**config.mk**
```make
export PLATFORM = sky130hd
export DESIGN_NAME = gpio_result_reader
export DESIGN_NICKNAME = d
export VERILOG_FILES = /design/src/rtl/gpio_result_reader.sv
export SDC_FILE = /design/constraint.sdc
export NUM_CORES = 1
export LEC_CHECK = 0
export ABC_AREA = 1
export BUFFER_PORTS_ARGS = -buffer_cell sky130_fd_sc_hd__buf_2
export CAP_MARGIN = 20
export CORE_MARGIN = 2
export CORE_UTILIZATION = 35
export CTS_CLUSTER_SIZE = 40
export DETAILED_ROUTE_END_ITERATION = 10
export GPL_ROUTABILITY_DRIVEN = 0
export PLACE_DENSITY = 0.63
export REMOVE_ABC_BUFFERS = 1
export SLEW_MARGIN = 15
export SYNTH_ARGS = -nofsm -noshare
export SYNTH_HDL_FRONTEND = slang
export SYNTH_SLANG_ARGS = --single-unit
export TNS_END_PERCENT = 20
```
**constraint.sdc**
```tcl
create_clock -name i_CLK -period 3.4 [get_ports i_CLK]
set_clock_uncertainty 0.05 [all_clocks]
set_input_delay 0.34 -clock i_CLK [delete_from_list [all_inputs] [get_ports i_CLK]]
set_output_delay 0.34 -clock i_CLK [all_outputs]
set_load 0.02 [all_outputs]
```
**src/rtl/gpio_result_reader.sv**
```systemverilog
`default_nettype none
// ============================================================================
// Module   : gpio_result_reader
// Purpose  : Returns convolution results from the output BRAM (mem0) to the
//            MCU over the GPIO input bus. Each i_req toggle requests one word.
//            The word is acknowledged by toggling bit 31 of o_gpio_data.
//            Bit 30 (EOP) flags the last word of the image.
// Ports    : i_CLK        system clock
//            i_reset      asynchronous active-low reset
//            i_start      1-cycle pulse, arms a readout from address 0
//            i_imgLength  number of words N to return, sampled on i_start
//            i_req        MCU request toggle (asynchronous to i_CLK)
//            o_readAdd    BRAM read address
//            i_mem_data   BRAM registered data (valid 1 cycle after address)
//            o_gpio_data  {ACK, EOP, CHK, zero, data[RAM_WIDTH-1:0]}
//            o_busy       readout in progress
//            o_done       readout finished, until next i_start or reset
// Option   : GPIO_READBACK_CHECKSUM_EN -- the first request in DONE returns a
//            16-bit modulo sum of all returned words, with CHK=1.
// Revision : 1.0 - initial release
// ============================================================================
module gpio_result_reader #(
  parameter int GPIO_D     = 32,
  parameter int RAM_WIDTH  = 13,
  parameter int NB_ADDRESS = 10,
  parameter int NB_IMAGE   = 10
) (
  input  logic                  i_CLK,
  input  logic                  i_reset,
  input  logic                  i_start,
  input  logic [NB_IMAGE-1:0]   i_imgLength,
  input  logic                  i_req,
  output logic [NB_ADDRESS-1:0] o_readAdd,
  input  logic [RAM_WIDTH-1:0]  i_mem_data,
  output logic [GPIO_D-1:0]     o_gpio_data,
  output logic                  o_busy,
  output logic                  o_done
);

  localparam int c_ACK_BIT = 31;
  localparam int c_EOP_BIT = 30;
  localparam int c_CHK_BIT = 29;

  typedef enum logic [2:0] {
    IDLE     = 3'd0,
    WAIT_REQ = 3'd1,
    READ     = 3'd2,
    CAPTURE  = 3'd3,
    DONE     = 3'd4
  } state_t;

  state_t                  r_state;
  state_t                  w_nextState;

  logic                    r_sync1;
  logic                    r_sync2;
  logic                    r_hist;
  logic                    r_reqEvt;
  logic                    r_pending;
  logic [1:0]              r_doneDly;
  logic [NB_ADDRESS-1:0]   r_count;
  logic [NB_ADDRESS-1:0]   r_lastAdd;
  logic [NB_ADDRESS-1:0]   r_readAdd;
  logic [GPIO_D-1:0]       r_gpioData;
`ifdef GPIO_READBACK_CHECKSUM_EN
  logic [15:0]             r_chkSum;
  logic                    r_chkSent;
`endif

  logic [NB_ADDRESS-1:0]   w_imgTrunc;
  logic                    w_reqHit;
  logic                    w_lastWord;
  logic [GPIO_D-1:0]       w_capWord;
  logic [GPIO_D-1:0]       w_doneWord;

  assign w_imgTrunc = NB_ADDRESS'(i_imgLength);
  assign w_reqHit   = r_reqEvt | r_pending;
  assign w_lastWord = (r_count == r_lastAdd);

  // Two-flop synchronizer plus history flop. The event is registered, so the
  // FSM reacts two edges after sync2 first shows the new level; together
  // with READ and CAPTURE this gives the fixed 5-edge request-to-ACK latency.
  always_ff @(posedge i_CLK or negedge i_reset) begin
    if (!i_reset) begin
      r_sync1  <= 1'b0;
      r_sync2  <= 1'b0;
      r_hist   <= 1'b0;
      r_reqEvt <= 1'b0;
    end else begin
      r_sync1  <= i_req;
      r_sync2  <= r_sync1;
      r_hist   <= r_sync2;
      r_reqEvt <= r_sync2 ^ r_hist;
    end
  end

  always_ff @(posedge i_CLK or negedge i_reset) begin
    if (!i_reset) begin
      r_state <= IDLE;
    end else begin
      r_state <= w_nextState;
    end
  end

  always_comb begin
    w_nextState = r_state;
    if (i_start) begin
      w_nextState = (w_imgTrunc == '0) ? DONE : WAIT_REQ;
    end else begin
      case (r_state)
        IDLE:     w_nextState = IDLE;
        WAIT_REQ: if (w_reqHit) w_nextState = READ;
        READ:     w_nextState = CAPTURE;
        CAPTURE:  w_nextState = w_lastWord ? DONE : WAIT_REQ;
        DONE:     w_nextState = DONE;
        default:  w_nextState = IDLE;
      endcase
    end
  end

  // Words presented on the GPIO bus; ACK always flips relative to the
  // currently presented word so parity tracks served requests.
  always_comb begin
    w_capWord                   = '0;
    w_capWord[RAM_WIDTH-1:0]    = i_mem_data;
    w_capWord[c_EOP_BIT]        = w_lastWord;
    w_capWord[c_ACK_BIT]        = ~r_gpioData[c_ACK_BIT];

    w_doneWord                  = '0;
    w_doneWord[c_EOP_BIT]       = 1'b1;
    w_doneWord[c_ACK_BIT]       = ~r_gpioData[c_ACK_BIT];
`ifdef GPIO_READBACK_CHECKSUM_EN
    if (!r_chkSent) begin
      w_doneWord[15:0]          = r_chkSum;
      w_doneWord[c_CHK_BIT]     = 1'b1;
    end
`endif
  end

  always_ff @(posedge i_CLK or negedge i_reset) begin
    if (!i_reset) begin
      r_count    <= '0;
      r_lastAdd  <= '0;
      r_readAdd  <= '0;
      r_gpioData <= '0;
      r_pending  <= 1'b0;
      r_doneDly  <= '0;
`ifdef GPIO_READBACK_CHECKSUM_EN
      r_chkSum   <= '0;
      r_chkSent  <= 1'b0;
`endif
    end else if (i_start) begin
      // Restart from any state; the presented word (and its ACK parity) is
      // left untouched so the MCU's toggle bookkeeping stays valid.
      r_count    <= '0;
      r_lastAdd  <= w_imgTrunc - NB_ADDRESS'(1);
      r_readAdd  <= '0;
      r_pending  <= 1'b0;
      r_doneDly  <= '0;
`ifdef GPIO_READBACK_CHECKSUM_EN
      r_chkSum   <= '0;
      r_chkSent  <= 1'b0;
`endif
    end else begin
      case (r_state)
        WAIT_REQ: begin
          // Address is driven for the whole READ cycle so the BRAM has
          // registered the word by the time CAPTURE samples it.
          if (w_reqHit) begin
            r_readAdd <= r_count;
            r_pending <= 1'b0;
          end
        end
        READ: begin
          if (r_reqEvt) r_pending <= 1'b1;
        end
        CAPTURE: begin
          if (r_reqEvt) r_pending <= 1'b1;
          r_gpioData <= w_capWord;
`ifdef GPIO_READBACK_CHECKSUM_EN
          r_chkSum   <= r_chkSum + 16'(i_mem_data);
`endif
          if (!w_lastWord) r_count <= r_count + NB_ADDRESS'(1);
        end
        DONE: begin
          // Delay line aligns DONE answers with the normal data latency.
          r_pending <= 1'b0;
          r_doneDly <= {r_doneDly[0], w_reqHit};
          if (r_doneDly[1]) begin
            r_gpioData <= w_doneWord;
`ifdef GPIO_READBACK_CHECKSUM_EN
            r_chkSent  <= 1'b1;
`endif
          end
        end
        default: ;
      endcase
    end
  end

  assign o_readAdd   = r_readAdd;
  assign o_gpio_data = r_gpioData;
  assign o_busy      = (r_state == WAIT_REQ) || (r_state == READ) || (r_state == CAPTURE);
  assign o_done      = (r_state == DONE);

endmodule
`default_nettype wire

```
# Yosys cells after proc, flatten, opt, wreduce, memory -nomap -nowiden
# Index checks and enable logic that the tools add are counted.
[op_classes] n_addsub=2 n_eq_ne=9 n_mux=19 bitwise_logic=4 n_reduce_logical=14
[op_table] operator="$pmux 32 s2" n=1
[op_table] operator="$mux 10" n=6
[op_table] operator="$mux 32" n=1
[op_table] operator="$mux 3" n=4
[op_table] operator="$pmux 3 s4" n=1
[op_table] operator="$add 10x1->10 const B" n=1
[op_table] operator="$eq 10x10->1" n=1
[op_table] operator="$logic_not 10->1" n=1
[op_table] operator="$reduce_bool 2->1" n=5
[op_table] operator="$sub 10x1->10 const B" n=1
[op_table] operator="$eq 3x2->1 const B" n=2
[op_table] operator="$reduce_and 3->1" n=2
[op_table] operator="$mux 2" n=2
[op_table] operator="$reduce_and 2->1" n=2
[op_table] operator="$reduce_bool 4->1" n=1
[op_table] operator="$eq 3x1->1 const B" n=1
[op_table] operator="$eq 3x3->1 const B" n=1
[op_table] operator="$mux 1" n=3
[op_table] operator="$ne 3x1->1 const B" n=1
[op_table] operator="$ne 3x3->1 const B" n=1
[op_table] operator="$pmux 1 s3" n=1
[op_table] operator="$logic_or 1x1->1" n=2
[op_table] operator="$ne 2x1->1 const B" n=1
[op_table] operator="$ne 2x2->1 const B" n=1
[op_table] operator="other kinds (4)" n=5
[word_totals] ff_bits=72 out_inout_bits=44 word_cells=59

# Longest topological paths before layout
[depth] word_depth=4 ltp_mapped=10 depth_no_buf=9

# Worst setup path after synthesis
# No wires, ideal clock.
[synth_path] path_kind="flip-flop to flip-flop" startpoint="register r_state[0]" endpoint="register r_gpioData[0], in the netlist o_gpio_data[0]" setup_ns=0.121 arrival_ns=1.316 setup_slack_ns=1.913 stages_incl_launch_ff=7 path_buffers=1 cell_sequence="dfrtp_1 -> nor3_4 -> inv_2 -> nand2_2 -> nand3_4 -> buf_6 -> a22o_1"
[synth_via] elab_chain_len=3 word_cells_on_any_way=6 classes_between="3 x eq/ne; 1 x mux; 2 x reduce/logical"
[synth_rtl] item="start, declared" line_no="52" rtl="state_t r_state;"
[synth_rtl] item="start signal, assigned" line_no="101" rtl="r_state <= w_nextState;"
[synth_rtl] item="$eq 3x3->1 (*)"
[synth_rtl] item="named net o_done" line_no="37" rtl="output logic o_done"
[synth_rtl] item="$ne 2x1->1 (no source line) / $reduce_bool 2->1 (equally long branches)"
[synth_rtl] item="$reduce_and 3->1 (no source line)"
[synth_rtl] item="end signal, assigned" line_no="179" rtl="r_gpioData <= w_capWord;"
[synth_rtl] item="end signal, assigned" line_no="190" rtl="r_gpioData <= w_doneWord;"
[synth_rtl] item="end, declared" line_no="64" rtl="logic [GPIO_D-1:0] r_gpioData;"
# Mark *: on every way through the listed nets, which the timed path passes. The rest lies on a longest branch.
# A chain may end at the register's enable or synchronous reset.

# Worst setup path in the final report
[layout_path] startpoint="register r_state[0]" endpoint="output port o_busy"
[layout_via] elab_chain_len=3 word_cells_on_any_way=5 classes_between="3 x eq/ne; 2 x reduce/logical"
[layout_rtl] item="$eq 3x1->1 / $eq 3x2->1 (equally long branches)" line_no="203" rtl="assign o_busy = (r_state == WAIT_REQ) || (r_state == READ) || (r_state == CAPTURE);"
[layout_rtl] item="$logic_or 1x1->1" line_no="203"
[layout_rtl] item="$logic_or 1x1->1 (*)" line_no="203"
[layout_rtl] item="end, declared" line_no="36" rtl="output logic o_busy,"
# Every way passes the cells marked *; elsewhere a longest branch is shown, timed or not.

==> metrics.md <==
| Metric | Value |
|---|---|
| Congestion Overflow GR | 0 |
| Met3 track utilization from global routing | 2.37% |
| Synth Register Bits | 55 |
| Outcome | complete, no violations |
| Instance count of the mapped netlist | 345 |
| Share of layout cells above drive strength 1 | 21.9% |
| Number of failing hold endpoints at the final stage | 0 |
| Effective utilization at floorplan | 35.8% |
| DRT antenna net count | 0 |
| Most heavily used metal layer in global routing | met2 |
| Final period utilization | 49.3% |
| Setup Fix Bufs, Post-CTS | 0 |
| Register-to-Register Path Depth | 9 |
| Core Rows | 33 |
| Worst endpoint required time | 3010 ps |
| Root Buffer | sky130_fd_sc_hd__clkbuf_8 |
| Top Family by Delay on Critical Path | flip-flops |
| Max Transition Viols Final | 0 |
| Highest attainable clock frequency | 596 MHz |
| Startpoint types | flop |
| Overall routed net length | 6140 um |
| Clock-pin slew on the worst setup and hold paths | 100 ps |
| Number of stages on the worst setup path | 3 |
| Die Ht | 95.4 um |
| Sequential area share after synthesis | 47.0% |
| Max Root-Sink Buffers | 2 |
| Post_cts resized | 0 |
| Normalized max-slew margin | 47.0% |
| Most frequently used flop master after synthesis | sky130_fd_sc_hd__dfrtp_1 |
| Worst setup EP type | primary output |
| Portion of total power attributed to combinational logic | 25.2% |
| Met1 Usage GRT | 20.1% |
| Peak VDD IR | 0.000194 V |
| Unrepaired setup endpoints after global routing | no |
| Count of nets after finishing | 427 |
| Initial antenna violation count | 0 |
| Wirelength per Cell | 12.2 um |
| Initial DRT Pass Iterations | 4 |
| Max-capacitance violation count | 0 |
| N_diodes | 0 |
| Bufs and invs on worst path | 2 |
| Clock Sinks | 55 |
| Setup_tns | 0 ps |
| Largest fanout on the critical path | 4 |
| Crit-path cells | o21ai_0, inv_1, buf_2 |
| DRC violations left | 0 |
| Count of H-tree levels built during CTS | 2 |
| CTS buffer count | 5 |
| TritonCTS clock tree | yes |
| Clock latency on the worst-skew pair | 310 ps |
| Standard cell area after detailed placement | 3210 um2 |
| Yosys warning total | 0 |
| NetSw | 0.532 mW |
| Worst endpoint data arrival time | 1290 ps |
| Die Area | 9100 um2 |
| Number of hold buffers added after CTS | 0 |
| Count of input and output buffers | 53 |
| Die Wd | 95.4 um |
| Setup slack at placement | 1760 ps |
| Average cell area after synthesis | 8.48 um2 |
| Flop-to-flop setup slack | 1780 ps |
| Static power due to leakage | 1.74 nW |
| Area growth syn-to-layout | 12.9% |
| Worst path slowest cell | sky130_fd_sc_hd__dfrtp_1 |
| Final Instance Area | 3300 um2 |
| Share of synthesized registers carrying an async set or reset | 100% |
| Reg power frac | 51.0% |
| Area of the mapped netlist | 2930 um2 |
| Netlist cell types | 34 |
| Total number of vias | 2331 |
| Part of the total power dissipated in the clock network | 23.9% |
| Fin crit period | 1680 ps |
| Setup ws final | 1720 ps |
| Class of the most critical hold timing path | in -> async |
| Transition time at the pin with the least slew margin | 795 ps |
| Pwr dens | 473 nW/um2 |
| Global-route usage over all layers | 14.5% |
| Core ar. | 8180 um2 |
| Dpl hpwl | 4590 um |
| Worst Path Class, Setup | reg -> out |
| Wire length of the first global-routing pass | 10400 um |
| Met2 Use GR | 23.7% |
| Count of final setup violators | 0 |
| Pin count of the biggest net entering global routing | 38 |
| Vias per cell | 4.63 |
| Worst stage delay on the critical path | 460 ps |
| Number of flops mapped to enable cells by yosys | 0 |
| Int Pwr | 1.03 mW |
| I/O pin count | 71 |
| Switching part of the total power | 34.1% |
| Count of routing violations after the opening detailed-route iteration | 200 |
| Via count of the first global-routing pass | 2174 |
-- power groups by stage --
stage	clock network, mW	logic (mW)	registers [mW]
6_report	0.373	0.393	0.796
5_1_grt	0.412	0.438	0.810
4_1_cts	0.383	0.399	0.796
3_5_place_dp	0	0.398	0.808
3_3_place_gp	0	0.390	0.808
2_1_floorplan	0	0.177	0.884
-- logic make-up after synthesis --
family	synth area share [%]
DFF	47.0
buffers and inverters	12.7
adders and majority gates	1.28
xor gates and xnor gates	3.59
AOI/OAI and AO/OA	12.5
other	0.128
and+or+nand+nor	22.8
-- synth_stat cells (all sizes together) (2+ instances only) --
master | n | area, um2
dfrtp | 55 | 1380
inv | 49 | 184
xnor2 | 2 | 17.5
o21bai | 2 | 26.3
o22ai | 7 | 43.8
nand2 | 80 | 308
nor3 | 2 | 26.3
nand3 | 27 | 153
nor2 | 29 | 136
nand4 | 7 | 43.8
a22o | 13 | 114
o21ai | 20 | 104
a21oi | 8 | 40.0
buf | 22 | 171
clkbuf | 4 | 15.0
ha | 3 | 37.5
xor2 | 10 | 87.6
-- through the flow --
| step | hold slack, ps | util (%) | std cells | power [mW] |
|---|---|---|---|---|
| after CTS | 77.3 | 40.4 | 503 | 1.58 |
| final | 57.0 | 40.4 | 503 | 1.56 |
| after global placement | 285 | 39.3 | 495 | 1.20 |
| after floorplan | -5.59 | - | 335 | 1.06 |
| after global routing | 67.2 | 40.4 | 503 | 1.66 |
| after detailed placement | 289 | 39.3 | 495 | 1.21 |
-- final timing paths --
path                             from            to
max reg2reg                r_count[4]    r_state[0]
max in group asynchronous     i_reset    r_count[3]
max                        r_state[0]        o_busy
min in group i_CLK              i_req       r_sync1
min                           i_reset  o_readAdd[8]
min reg2reg                   r_sync1       r_sync2
-- cells in the final DEF, fill, tap and decap left out, types with 2 or more instances in the layout --
cell type	netlist	routed
sky130_fd_sc_hd__dfrtp_1	55	55
sky130_fd_sc_hd__nand3_1	25	25
sky130_fd_sc_hd__o22ai_1	7	7
sky130_fd_sc_hd__xnor2_1	2	2
sky130_fd_sc_hd__nand4_1	7	7
sky130_fd_sc_hd__buf_2	2	53
sky130_fd_sc_hd__inv_1	40	40
sky130_fd_sc_hd__inv_6	0	2
sky130_fd_sc_hd__inv_2	9	9
sky130_fd_sc_hd__nor2_2	2	2
sky130_fd_sc_hd__a21oi_1	8	8
sky130_fd_sc_hd__ha_1	3	3
sky130_fd_sc_hd__xor2_1	10	10
sky130_fd_sc_hd__conb_1	1	17
sky130_fd_sc_hd__nand2_1	77	77
sky130_fd_sc_hd__nor2_4	3	3
sky130_fd_sc_hd__nand2_2	3	3
sky130_fd_sc_hd__buf_4	17	2
sky130_fd_sc_hd__clkbuf_8	0	5
sky130_fd_sc_hd__nor2_1	24	24
sky130_fd_sc_hd__o21ai_0	18	18
sky130_fd_sc_hd__a22o_1	13	13
-- layer usage --
metal / wire [um] / up-vias
li1: - / 1187
met1: 2900 / 1076
met2: 2890 / 60
met3: 267 / 8
met4: 79 / 0
met5: 0 / -
-- state kept, by name, summed over array words and instances (netlist names) --
register,flops
o_readAdd,10
r_count,10
o_gpio_data,15
r_pending,1
r_state,3
r_hist,1
r_sync2,1
r_doneDly,2
r_lastAdd,10
r_reqEvt,1
r_sync1,1
-- worst register-to-register path, stage by stage, from the launching register on --
cell                       delay (ps)
sky130_fd_sc_hd__dfrtp_1          480
sky130_fd_sc_hd__inv_1            100
sky130_fd_sc_hd__nand2_1           70
sky130_fd_sc_hd__nand2_1           50
sky130_fd_sc_hd__nor2_1           140
sky130_fd_sc_hd__nand2_1          140
sky130_fd_sc_hd__inv_2            100
sky130_fd_sc_hd__nand2_2          140
sky130_fd_sc_hd__o21bai_1         170
sky130_fd_sc_hd__nand2_1           70
-- layout make-up --
| cell class | count | area (um2) |
|---|---|---|
| inverters | 49 | 184 |
| multi-input cells | 231 | 1240 |
| flip-flops and latches | 55 | 1380 |
| clock buffers | 5 | 68.8 |
| repair buffers | 55 | 280 |
| well taps | 105 | 131 |
| fillers | 848 | 4870 |
| clock inverters | 3 | 22.5 |
Note: power is estimated with default switching activity, not from simulation.
